==> config.mk <==
export PLATFORM = sky130hd
export DESIGN_NAME = q88_mult_mag_seq
export DESIGN_NICKNAME = d
export VERILOG_FILES = /design/src/rtl/q88_mult_mag_seq.sv
export SDC_FILE = /design/constraint.sdc
export NUM_CORES = 1
export LEC_CHECK = 0
export ABC_AREA = 1
export BUFFER_PORTS_ARGS = -buffer_cell sky130_fd_sc_hd__buf_2
export CORE_ASPECT_RATIO = 0.7
export CORE_MARGIN = 4
export CORE_UTILIZATION = 45
export CTS_BUF_LIST = sky130_fd_sc_hd__clkbuf_16
export CTS_CLUSTER_SIZE = 24
export DETAILED_ROUTE_END_ITERATION = 10
export PLACE_DENSITY = 0.72
export SLEW_MARGIN = 20
export SYNTH_ARGS = -nofsm -noshare
export SYNTH_HDL_FRONTEND = slang
export SYNTH_SLANG_ARGS = --single-unit
==> constraint.sdc <==
create_clock -name clk -period 4.8 [get_ports clk]
set_input_delay 1.2 -clock clk [delete_from_list [all_inputs] [get_ports clk]]
set_output_delay 1.2 -clock clk [all_outputs]
set_load 0.1 [all_outputs]
==> src/rtl/q88_mult_mag_seq.sv <==
// q88_mult_mag_seq: iterative signed Q8.8 multiplier producing rounded, saturated magnitude plus sign
module q88_mult_mag_seq #(
  parameter int W    = 16,
  parameter int FRAC = 8
) (
  input  logic         clk,
  input  logic         rst_n,
  input  logic         start,
  input  logic [W-1:0] a,
  input  logic [W-1:0] b,
  output logic         busy,
  output logic         done,
  output logic [W-1:0] mag,
  output logic         neg,
  output logic         sat
);
  localparam logic [2:0] IDLE = 3'd0, ABS = 3'd1, MUL = 3'd2, NORM = 3'd3, DONE = 3'd4;
  logic [2:0]     state;
  logic [W-1:0]   ra, rb, mb, lim, res;
  logic [2*W-1:0] p, mx, r;
  logic [4:0]     cnt;
  logic           s, ovf;
  // the 32-bit rounding add cannot overflow since |a|*|b| <= 2^30
  always_comb begin
    r    = (p + ((2*W)'(1) << (FRAC - 1))) >> FRAC;
    lim  = s ? {1'b1, {(W-1){1'b0}}} : {1'b0, {(W-1){1'b1}}};
    ovf  = r > {{W{1'b0}}, lim};
    res  = ovf ? lim : r[W-1:0];
    busy = state != IDLE;
    done = state == DONE;
  end
  always_ff @(posedge clk) begin
    if (!rst_n) begin
      state <= IDLE;
      ra    <= '0;
      rb    <= '0;
      mb    <= '0;
      mx    <= '0;
      p     <= '0;
      cnt   <= '0;
      s     <= 1'b0;
      mag   <= '0;
      neg   <= 1'b0;
      sat   <= 1'b0;
    end else begin
      case (state)
        IDLE: if (start) begin
          ra    <= a;
          rb    <= b;
          state <= ABS;
        end
        ABS: begin
          mx    <= {{W{1'b0}}, ra[W-1] ? -ra : ra};
          mb    <= rb[W-1] ? -rb : rb;
          s     <= ra[W-1] ^ rb[W-1];
          p     <= '0;
          cnt   <= '0;
          state <= MUL;
        end
        MUL: begin
          // one multiplier bit per cycle, LSB first; the cycle with cnt==W only hands off
          if (cnt != 5'(W)) begin
            if (mb[0]) p <= p + mx;
            mx <= mx << 1;
            mb <= mb >> 1;
          end
          cnt   <= cnt + 5'd1;
          state <= cnt == 5'(W) ? NORM : MUL;
        end
        NORM: begin
          mag   <= res;
          sat   <= ovf;
          neg   <= s & (res != '0);
          state <= DONE;
        end
        default: state <= IDLE;
      endcase
    end
  end
endmodule

After elaboration in Yosys (flattened, before gate mapping)
Cells that the tools add are included.
{ "word_totals": {"ff_bits": 139, "in_bits": 35, "output_inout_bits": 20} }
{ "op_classes": {"add_sub_neg": 5, "order_cmp": 1, "mux": 15, "bitwise_logic": 2, "eq_ne": 9, "reduce_logical": 7} }
{ "ops": {"columns": ["op", "count"], "rows": [
  ["$pmux W32 S2", 2],
  ["$mux W32", 3],
  ["$mux W16", 5],
  ["$add A32 B32 Y32", 1],
  ["$add A32 B8 Y32 const B", 1],
  ["$neg A16 Y16", 2],
  ["$pmux W16 S2", 1],
  ["$gt A24 B16 Y1", 1],
  ["$reduce_bool A16 Y1", 1],
  ["$pmux W3 S4", 1],
  ["$pmux W5 S2", 1],
  ["$eq A3 B2 Y1 const B", 2],
  ["$ne A2 B2 Y1 const B", 3],
  ["$add A5 B1 Y5 const B", 1],
  ["$eq A5 B5 Y1 const B", 1],
  ["$ne A5 B5 Y1 const B", 1],
  ["$reduce_and A2 Y1", 2],
  ["$eq A3 B1 Y1 const B", 1],
  ["$eq A3 B3 Y1 const B", 1],
  ["$logic_not A3 Y1", 1],
  ["$mux W3", 1],
  ["$reduce_and A3 Y1", 1],
  ["$reduce_bool A3 Y1", 1],
  ["$reduce_bool A2 Y1", 1],
  ["3 further kinds", 3]
]} }

Depth between registers and ports, before layout
Gate-level depths: netlist of run 1.
{ "logic_depth": {"depth_word": 5, "mapped_depth": 24, "mapped_depth_nobuf": 24} }

Worst setup path before layout of run 1
Ideal clock, no wire load.
{ "synth_timing": {"kind": "register to output", "from": "reg state[2]", "to": "out done", "path_buffers": 0, "setup_slack_ns": 1.099, "arrival_ns": 2.501, "t_required_ns": 3.600, "stages_incl_launch_ff": 3, "path_cell_list": "dfxtp_1 inv_1 nor3_1"} }
{ "synth_via": {"elab_chain_cells": 1} }
{ "synth_lines": {"columns": ["item", "line", "text"], "rows": [
  ["start: declaration", "18", "logic [2:0] state;"],
  ["start signal: assignment", "68", "state <= cnt == 5'(W) ? NORM : MUL;"],
  ["$eq A3 B3 Y1", "30", "done = state == DONE;"],
  ["end: declaration", "12", "output logic done,"]
]} }
Every way passes these cells.

Final worst setup path of run 1
{ "layout_timing": {"from": "reg p[7]", "to": "reg neg"} }
{ "layout_via": {"elab_chain_cells": 5} }
{ "layout_lines": {"columns": ["item", "line", "text"], "rows": [
  ["start: declaration", "20", "logic [2*W-1:0] p, mx, r;"],
  ["start signal: assignment", "63", "if (mb[0]) p <= p + mx;"],
  ["$add A32 B8 Y32 (*)", "25", "r = (p + ((2*W)'(1) << (FRAC - 1))) >> FRAC;"],
  ["$gt A24 B16 Y1", "27", "ovf = r > {{W{1'b0}}, lim};"],
  ["$mux W16 (*)", "28", "res = ovf ? lim : r[W-1:0];"],
  ["$reduce_bool A16 Y1 (*)", "73", "neg <= s & (res != '0);"],
  ["$and A1 B1 Y1 (*)", "73", null],
  ["end signal: assignment", "73", null],
  ["end: declaration", "14", "output logic neg,"]
]} }
Every way passes the cells marked *; elsewhere a longest branch is shown, timed or not.
A chain may end at the register's enable or synchronous reset.

==> metrics.txt, run 1 <==
# TYPE chip_impl_metric gauge
chip_impl_metric{name="firstDrtPassIters",unit=""} 5
chip_impl_metric{name="antennaDiodeCount",unit=""} 0
chip_impl_metric{name="grt_util_all_layers",unit="%"} 21.7
chip_impl_metric{name="first_global_vias",unit=""} 7557
chip_impl_metric{name="cts.repair_timing.setup_buffer_count",unit=""} 0
chip_impl_metric{name="ys_seq_area_share",unit="%"} 32.6
chip_impl_info{name="ys_dominant_reg_cell",value="sky130_fd_sc_hd__dfxtp_1"} 1
chip_impl_metric{name="routed_wirelength",unit="um"} 23100
chip_impl_metric{name="cts-htree-levels",unit=""} 4
chip_impl_metric{name="drcViolationCount",unit=""} 0
chip_impl_metric{name="hold_viol_final",unit=""} 0
chip_impl_metric{name="filler_cell_count",unit=""} 1790
chip_impl_metric{name="final-setup-viol-count",unit=""} 0
chip_impl_metric{name="dp_hpwl",unit="um"} 16600
chip_impl_metric{name="final_antenna_net_count",unit=""} 0
chip_impl_info{name="critical_path.endpoint_type",value="flip-flop"} 1
chip_impl_metric{name="num_vias",unit=""} 8520
chip_impl_metric{name="core_region_area",unit="sq um"} 18300
chip_impl_metric{name="final.setup.tns",unit="ns"} 0
chip_impl_metric{name="clkLatencyLatePin",unit="ns"} 0.44
chip_impl_metric{name="synthesis.area",unit="sq um"} 8530
chip_impl_metric{name="min_period_over_period",unit="%"} 70.1
chip_impl_info{name="timing.critical_path.cells",value="ha_1 > nand2_1 > nor2_2 > nand2_2 > nor2_2 > xor2_1 > ha_1 > nand2_1 > inv_1 > o21ai_0 > a21oi_1 > nor2_1 > nand2_1 > nand2_1 > nand3_4 > o21ai_1 > nand3_1 > nor2_1 > nand2_1 > nand2_1 > a21oi_1"} 1
chip_impl_metric{name="power.static_leakage",unit="nW"} 4.24
chip_impl_metric{name="cap_violations",unit=""} 0
chip_impl_metric{name="post_cts_resize_count",unit=""} 0
chip_impl_metric{name="total_number_of_clock_tree_sinks",unit=""} 139
chip_impl_metric{name="synthesis.nets",unit=""} 1349
chip_impl_metric{name="timing.critical_path.fanout_max",unit=""} 9
chip_impl_metric{name="ys_seq_elements",unit=""} 139
chip_impl_metric{name="number_of_synthesized_flops_with_an_enable_pin",unit=""} 0
chip_impl_metric{name="synthesized_instance_count",unit=""} 1261
chip_impl_metric{name="peakVddDrop",unit="V"} 0.000200
chip_impl_metric{name="fp.dieArea",unit="sq um"} 21300
chip_impl_metric{name="area.growth.synth_to_final",unit="%"} 12.6
chip_impl_metric{name="critical_path_buf_inv_count",unit=""} 1
chip_impl_metric{name="proportion_of_synthesized_flip_flops_having_asynchronous_set_or_reset",unit="%"} 0
chip_impl_metric{name="final.min_clock_period",unit="ns"} 3.37
chip_impl_metric{name="yosysWarningCount",unit=""} 0
chip_impl_metric{name="rel_slew_slack",unit="%"} 29.9
chip_impl_metric{name="design.final.nets",unit=""} 1387
chip_impl_metric{name="cp.arrival",unit="ns"} 3.66
chip_impl_metric{name="numCtsBuffers",unit=""} 17
chip_impl_metric{name="drive_above_1_share",unit="%"} 10.4
chip_impl_info{name="timing.rr.start",value="p[7]"} 1
chip_impl_info{name="min-delay-start",value="mb[8]"} 1
chip_impl_metric{name="tightest_slew",unit="ns"} 1.05
chip_impl_metric{name="die-width",unit="um"} 173
chip_impl_metric{name="timing.fmax",unit="GHz"} 0.297
chip_impl_metric{name="initial_core_util",unit="%"} 46.6
chip_impl_info{name="timing.hold.worst.class",value="flip-flop to flip-flop"} 1
chip_impl_info{name="cp-startpoint",value="p[7]"} 1
chip_impl_metric{name="via_per_inst",unit=""} 5.50
chip_impl_metric{name="grt_antenna_before_repair",unit=""} 0
chip_impl_metric{name="syn_area_per_cell",unit="sq um"} 6.76
chip_impl_info{name="critPathTopFamily",value="simple AND/OR/NAND/NOR gates"} 1
chip_impl_info{name="cell_type_of_the_slowest_stage_on_the_worst_timing_path",value="sky130_fd_sc_hd__dfxtp_1"} 1
chip_impl_metric{name="routability_congestion",unit=""} 0.898
chip_impl_metric{name="max-clock-path-buffers",unit=""} 2
chip_impl_info{name="timing.setup.critical_path_class",value="flip-flop to flip-flop"} 1
chip_impl_info{name="rsz0062_at_grt",value="no"} 1
chip_impl_metric{name="placed_cells_incl_taps",unit=""} 1516
chip_impl_metric{name="fin_worst_skew",unit="ns"} 0.0118
chip_impl_metric{name="pwr_density",unit="nW/um^2"} 363
chip_impl_metric{name="critical_path.max_stage_delay",unit="ns"} 0.41
chip_impl_info{name="clock_tree_from_tritoncts",value="yes"} 1
chip_impl_metric{name="wire_per_inst",unit="um"} 14.9
chip_impl_info{name="crit_path_start_kind",value="flip-flop"} 1
chip_impl_info{name="cts-root-buf",value="sky130_fd_sc_hd__clkbuf_16"} 1
chip_impl_metric{name="grt_remaining_overflow",unit=""} 0
chip_impl_metric{name="timing_max_transition_violations_final",unit=""} 0
chip_impl_info{name="cpMostUsedCell",value="sky130_fd_sc_hd__nand2_1"} 1
chip_impl_metric{name="clk_pin_slew_worst_paths",unit="ns"} 0.06
chip_impl_metric{name="buffer_ports.inserted",unit=""} 54
chip_impl_metric{name="dieHeight",unit="um"} 123
chip_impl_metric{name="pin_count_of_the_biggest_net_entering_global_routing",unit=""} 53
chip_impl_metric{name="final-instance-count-excl-fill",unit=""} 1548
chip_impl_metric{name="post_synth_num_cell_types",unit=""} 45
chip_impl_metric{name="io_pins",unit=""} 55
chip_impl_metric{name="drt_iter0_markers",unit=""} 805
chip_impl_metric{name="placementRows",unit=""} 41
chip_impl_metric{name="wire_length_of_the_first_global_routing_pass",unit="um"} 38200
chip_impl_metric{name="crit_required",unit="ns"} 5.09
chip_impl_info{name="outcome",value="completed"} 1
chip_impl_metric{name="worst_hold_slack",unit="ns"} 0.466
chip_impl_metric{name="number_of_buffers_inserted_by_hold_repair_at_cts",unit=""} 0
==> per-stage QoR <==
step                area (sq um)  utilization [%]  total power [mW]  setup slack, ns
detailed placement          8990             49.1              2.11             1.47
finish                      9600             52.4              3.48             1.43
CTS                         9600             52.4              3.49             1.44
global route                9600             52.4              3.65             1.03
global placement            8990             49.1              2.10             1.61
floorplan                   8530                -              1.92             1.10
==> final timing paths <==
check / cells past startpoint / endpoint / slack (ns)
setup / recovery: 21 / neg / 1.43
hold / removal: 2 / mb[8] / 0.47
setup reg to reg: 21 / neg / 1.43
hold reg to reg: 2 / mb[8] / 0.47
==> sequential cells by signal, summed over array words and instances, names as in the netlist <==
name and count:
p 32, state 3, mx 32, cnt 5, mb 16, s 1, rb 16, sat 1
neg 1, ra 16, mag 16
==> worst min-delay path: cells and delay by family, from the launching register on <==
kind	cells	cell delay, ns
flip-flops	1	0.31
AO/OA/AOI/OAI	1	0.05
AND/OR/NAND/NOR	1	0.06
==> metal layers <==
layer | vias to the layer above | global-route usage (%) | routed length [um]
met5 | - | 0 | 0
li1 | 4364 | - | -
met2 | 292 | 30.3 | 9030
met4 | 0 | 5.68 | 209
met3 | 23 | 4.98 | 1860
met1 | 3841 | 33.5 | 12000
==> cell usage in the layout (no fill, tap or decap), types with 4 or more instances in the layout <==
cell / instances
sky130_fd_sc_hd__dfxtp_1: 139
sky130_fd_sc_hd__nand2_1: 281
sky130_fd_sc_hd__o21a_1: 4
sky130_fd_sc_hd__a21o_1: 6
sky130_fd_sc_hd__buf_4: 9
sky130_fd_sc_hd__o21ai_0: 101
sky130_fd_sc_hd__inv_1: 115
sky130_fd_sc_hd__ha_1: 52
sky130_fd_sc_hd__inv_2: 8
sky130_fd_sc_hd__a31oi_1: 12
sky130_fd_sc_hd__nand3_1: 45
sky130_fd_sc_hd__nor3_1: 19
sky130_fd_sc_hd__o31ai_1: 6
sky130_fd_sc_hd__nor2_2: 10
sky130_fd_sc_hd__inv_8: 4
sky130_fd_sc_hd__o211ai_1: 23
sky130_fd_sc_hd__o21ai_1: 17
sky130_fd_sc_hd__nor2_1: 92
sky130_fd_sc_hd__o221ai_1: 6
sky130_fd_sc_hd__nand4_1: 18
sky130_fd_sc_hd__buf_2: 54
sky130_fd_sc_hd__xor2_1: 15
sky130_fd_sc_hd__inv_6: 4
sky130_fd_sc_hd__xnor2_1: 9
sky130_fd_sc_hd__clkbuf_16: 17
sky130_fd_sc_hd__or2_2: 9
sky130_fd_sc_hd__a21oi_1: 199
==> cell type report <==
type	count	area, sq um	share of cell area [%]
repair buffers	63	338	3.52
clock inverters	15	180	1.88
well taps	236	295	3.08
inverters	126	473	4.93
clock buffers	17	425	4.43
multi-input cells	952	5110	53.2
flip-flops and latches	139	2780	29.0
==> synthesized netlist by cell type (12+ instances only) <==
cell type | instances | area share [%]
sky130_fd_sc_hd__xor2_1 | 15 | 1.5
sky130_fd_sc_hd__nand3_1 | 46 | 2.7
sky130_fd_sc_hd__o211ai_1 | 23 | 2.0
sky130_fd_sc_hd__o21ai_1 | 17 | 1.0
sky130_fd_sc_hd__nor3_1 | 20 | 1.2
sky130_fd_sc_hd__a21oi_1 | 199 | 12
sky130_fd_sc_hd__nand2_1 | 281 | 12
sky130_fd_sc_hd__o21ai_0 | 101 | 5.9
sky130_fd_sc_hd__a31oi_1 | 12 | 0.88
sky130_fd_sc_hd__clkbuf_1 | 36 | 1.6
sky130_fd_sc_hd__nand4_1 | 18 | 1.3
sky130_fd_sc_hd__inv_1 | 115 | 5.1
sky130_fd_sc_hd__dfxtp_1 | 139 | 33
sky130_fd_sc_hd__ha_1 | 52 | 7.6
sky130_fd_sc_hd__nor2_1 | 92 | 4.0
==> power breakdown <==
part / internal, mW / leakage (nW) / total, mW / switching [mW]
logic: 0.215 / 2.82 / 0.747 / 0.532
clock network: 0.786 / 0.289 / 1.38 / 0.592
registers: 1.26 / 1.13 / 1.36 / 0.0993
total: 2.26 / 4.24 / 3.48 / 1.22
==> kinds of logic after synthesis <==
family | after synthesis | synth area share (%)
xor gates and xnor gates | 24 | 2.46
and+or+nand+nor | 491 | 25.0
DFF | 139 | 32.6
adders and majority gates | 53 | 7.86
AOI/OAI and AO/OA | 384 | 24.4
buffers and inverters | 170 | 7.63
(Power assumes the default switching activity.)
==> inputs of run 2 (changes only) <==
Settings changed: PLACE_DENSITY 0.72 to 0.74.
Clock period 4.8 ns to 3 ns, I/O delays scaled along.
==> run 2 against run 1 <==
  * Routed wire length grew 3.6%
  * Clock-buffer cell count did not move
  * Utilization grew 2.2 points
  * Largest cell class unchanged
  * Sequential share of layout area down 0.95 points
  * Register-to-register slack got worse by 1.4 ns
  * Critical path depth rose by 1
  * Power grew 59%
  * Combinational power rose by 65%
  * Cell count increased by 2.1%
  * Critical endpoint unchanged
  * Critical path type unchanged
  * Global-route usage down 0.054 points
  * Die area unchanged
  * Worst setup slack got worse by 1.4 ns
==> metrics.txt, run 2 (synthesis gave the netlist of run 1 again) <==
# TYPE chip_impl_metric gauge
chip_impl_info{name="cp-startpoint",value="p[8]"} 1
chip_impl_info{name="layout_commonest_cell",value="sky130_fd_sc_hd__nand2_1"} 1
chip_impl_metric{name="pin_count_of_the_biggest_net_entering_global_routing",unit=""} 69
chip_impl_metric{name="number_of_buffers_inserted_by_hold_repair_at_cts",unit=""} 0
chip_impl_metric{name="routability_congestion",unit=""} 0.931
chip_impl_metric{name="tightest_slew",unit="ns"} 0.560
chip_impl_metric{name="firstDrtPassIters",unit=""} 7
chip_impl_metric{name="final_antenna_net_count",unit=""} 0
chip_impl_info{name="timing.setup.critical_path_class",value="flip-flop to flip-flop"} 1
chip_impl_info{name="reg2reg_to",value="neg"} 1
chip_impl_metric{name="wire_per_inst",unit="um"} 15.1
chip_impl_metric{name="grt_remaining_overflow",unit=""} 0
chip_impl_metric{name="min_period_over_period",unit="%"} 98.7
chip_impl_metric{name="final_area",unit="sq um"} 10000
chip_impl_metric{name="dieHeight",unit="um"} 123
chip_impl_metric{name="hold_viol_final",unit=""} 0
chip_impl_metric{name="core_region_area",unit="sq um"} 18300
chip_impl_metric{name="total_number_of_clock_tree_sinks",unit=""} 139
chip_impl_metric{name="placement.setup.worst_slack",unit="ns"} -0.0163
chip_impl_info{name="critical_path.endpoint_type",value="flip-flop"} 1
chip_impl_metric{name="buffer_ports.inserted",unit=""} 54
chip_impl_info{name="timing.rr.start",value="p[8]"} 1
chip_impl_metric{name="fp.dieArea",unit="sq um"} 21300
chip_impl_metric{name="cap_violations",unit=""} 0
chip_impl_metric{name="timing.critical_path.fanout_max",unit=""} 7
chip_impl_metric{name="pwr_density",unit="nW/um^2"} 554
chip_impl_info{name="rsz0062_at_grt",value="yes"} 1
chip_impl_metric{name="clkLatencyLatePin",unit="ns"} 0.43
chip_impl_metric{name="peakVddDrop",unit="V"} 0.000329
chip_impl_metric{name="drt_iter0_markers",unit=""} 887
chip_impl_metric{name="power.static_leakage",unit="nW"} 4.45
chip_impl_info{name="crit_path_start_kind",value="flip-flop"} 1
chip_impl_info{name="crit_end",value="neg"} 1
chip_impl_metric{name="drive_above_1_share",unit="%"} 14.8
chip_impl_info{name="top_regs",value="mx x32, p x32"} 1
chip_impl_metric{name="io_pins",unit=""} 55
chip_impl_metric{name="drcViolationCount",unit=""} 0
chip_impl_info{name="cts-root-buf",value="sky130_fd_sc_hd__clkbuf_16"} 1
chip_impl_info{name="timing.hold.worst.class",value="flip-flop to flip-flop"} 1
chip_impl_info{name="most-common-layout-cells",value="sky130_fd_sc_hd__nand2_1, sky130_fd_sc_hd__a21oi_1, sky130_fd_sc_hd__dfxtp_1"} 1
chip_impl_metric{name="num_vias",unit=""} 8775
chip_impl_metric{name="final.setup.tns",unit="ns"} 0
chip_impl_metric{name="die-width",unit="um"} 173
chip_impl_metric{name="antennaDiodeCount",unit=""} 0
chip_impl_metric{name="report.power.total",unit="mW"} 5.55
chip_impl_metric{name="r2r_setup_slack",unit="ns"} 0.04
chip_impl_metric{name="final-setup-viol-count",unit=""} 0
chip_impl_metric{name="wire_length_of_the_first_global_routing_pass",unit="um"} 37900
chip_impl_metric{name="filler_cell_count",unit=""} 1683
chip_impl_metric{name="cts-htree-levels",unit=""} 4
chip_impl_metric{name="worst_hold_slack",unit="ns"} 0.467
chip_impl_metric{name="first_global_vias",unit=""} 7555
chip_impl_metric{name="design.final.nets",unit=""} 1420
chip_impl_metric{name="setup_ws_final",unit="ns"} 0.0398
chip_impl_metric{name="cell_area_placed",unit="sq um"} 9160
chip_impl_metric{name="placementRows",unit=""} 41
chip_impl_metric{name="grt_antenna_before_repair",unit=""} 0
chip_impl_metric{name="cp.arrival",unit="ns"} 3.26
chip_impl_metric{name="worstRegToRegCells",unit=""} 22
chip_impl_metric{name="max-clock-path-buffers",unit=""} 2
chip_impl_info{name="outcome",value="completed"} 1
chip_impl_metric{name="initial_core_util",unit="%"} 46.6
chip_impl_metric{name="dp_hpwl",unit="um"} 16900
chip_impl_metric{name="final.min_clock_period",unit="ns"} 2.96
chip_impl_metric{name="crit_required",unit="ns"} 3.30
chip_impl_metric{name="timing_max_transition_violations_final",unit=""} 0
chip_impl_metric{name="routed_wirelength",unit="um"} 23900
chip_impl_metric{name="clk_pin_slew_worst_paths",unit="ns"} 0.06
chip_impl_metric{name="area.growth.synth_to_final",unit="%"} 17.3
chip_impl_metric{name="fin_worst_skew",unit="ns"} 0.00862
chip_impl_metric{name="rel_slew_slack",unit="%"} 62.7
chip_impl_info{name="clock_tree_from_tritoncts",value="yes"} 1
chip_impl_metric{name="via_per_inst",unit=""} 5.55
chip_impl_metric{name="timing.fmax",unit="GHz"} 0.338
chip_impl_metric{name="grt_util_all_layers",unit="%"} 21.7
chip_impl_metric{name="numCtsBuffers",unit=""} 17
-- run 2: changes by cell type in the layout (fill, tap and decap cells not counted), sizes merged --
cell	change
buf	+33
inv	-3
clkinv	+3
bufinv	+1
clkinvlp	-1
-- run 2: cell type report --
class	instances	area, sq um	area share [%]
clock inverters	15	170	1.70
flip-flops and latches	139	2810	28.0
well taps	236	295	2.95
multi-input cells	952	5230	52.3
clock buffers	17	425	4.25
repair buffers	96	602	6.02
inverters	126	473	4.73
-- run 2: metrics by stage --
step / std cells / util (%)
after floorplan: 1261 / -
after global placement: 1536 / 50.0
after detailed placement: 1536 / 50.0
after CTS: 1569 / 53.4
after global routing: 1581 / 54.6
final: 1581 / 54.6
-- run 2: timing repair --
action	CTS	global route
buffers inserted	1	12
endpoints found under the setup margin	1	18
resized for setup	2	40
pin swaps	0	18
-- run 2: report_power, final --
group	switching (mW)	internal (mW)
Clock	0.859	1.31
Sequential	0.142	2.01
Combinational	0.865	0.362
-- run 2: critical path, cell delays in order, from the launching register on --
cell and delay [ns]:
sky130_fd_sc_hd__dfxtp_4 0.36, sky130_fd_sc_hd__ha_4 0.14, sky130_fd_sc_hd__nand2_2 0.06, sky130_fd_sc_hd__nor2_4 0.16, sky130_fd_sc_hd__nand2_4 0.11, sky130_fd_sc_hd__buf_4 0.16, sky130_fd_sc_hd__xnor2_2 0.22, sky130_fd_sc_hd__ha_1 0.30
sky130_fd_sc_hd__a21oi_1 0.17, sky130_fd_sc_hd__o21a_1 0.14, sky130_fd_sc_hd__nand2_1 0.05, sky130_fd_sc_hd__nand2_1 0.06, sky130_fd_sc_hd__nand2_1 0.06, sky130_fd_sc_hd__nand2_2 0.11, sky130_fd_sc_hd__nand3_4 0.13, sky130_fd_sc_hd__nand2_4 0.13
sky130_fd_sc_hd__nand2_2 0.07, sky130_fd_sc_hd__nor2_2 0.10, sky130_fd_sc_hd__nand2_1 0.05, sky130_fd_sc_hd__nor2_1 0.11, sky130_fd_sc_hd__nand2_1 0.06, sky130_fd_sc_hd__nand2_1 0.05, sky130_fd_sc_hd__a21oi_1 0.05
-- run 2: how the worst min path moves through the flow --
stage | startpoint | endpoint | slack, ns | depth (start not counted)
6_report | mb[5] | mb[5] | 0.47 | 2
5_1_grt | mb[5] | mb[5] | 0.49 | 2
4_1_cts | mb[5] | mb[5] | 0.47 | 2
3_5_place_dp | mb[6] | mb[6] | 0.46 | 2
3_3_place_gp | mb[3] | mb[3] | 0.45 | 2
2_1_floorplan | mb[3] | mb[3] | 0.44 | 2
-- run 2: layer usage --
| metal | GRT usage [%] | routed length (um) | up-vias |
|---|---|---|---|
| met1 | 33.2 | 11800 | 4003 |
| met2 | 30.7 | 9640 | 337 |
| met4 | 5.93 | 262 | 0 |
| li1 | - | - | 4413 |
| met3 | 4.52 | 2220 | 22 |
| met5 | 0 | 0 | - |
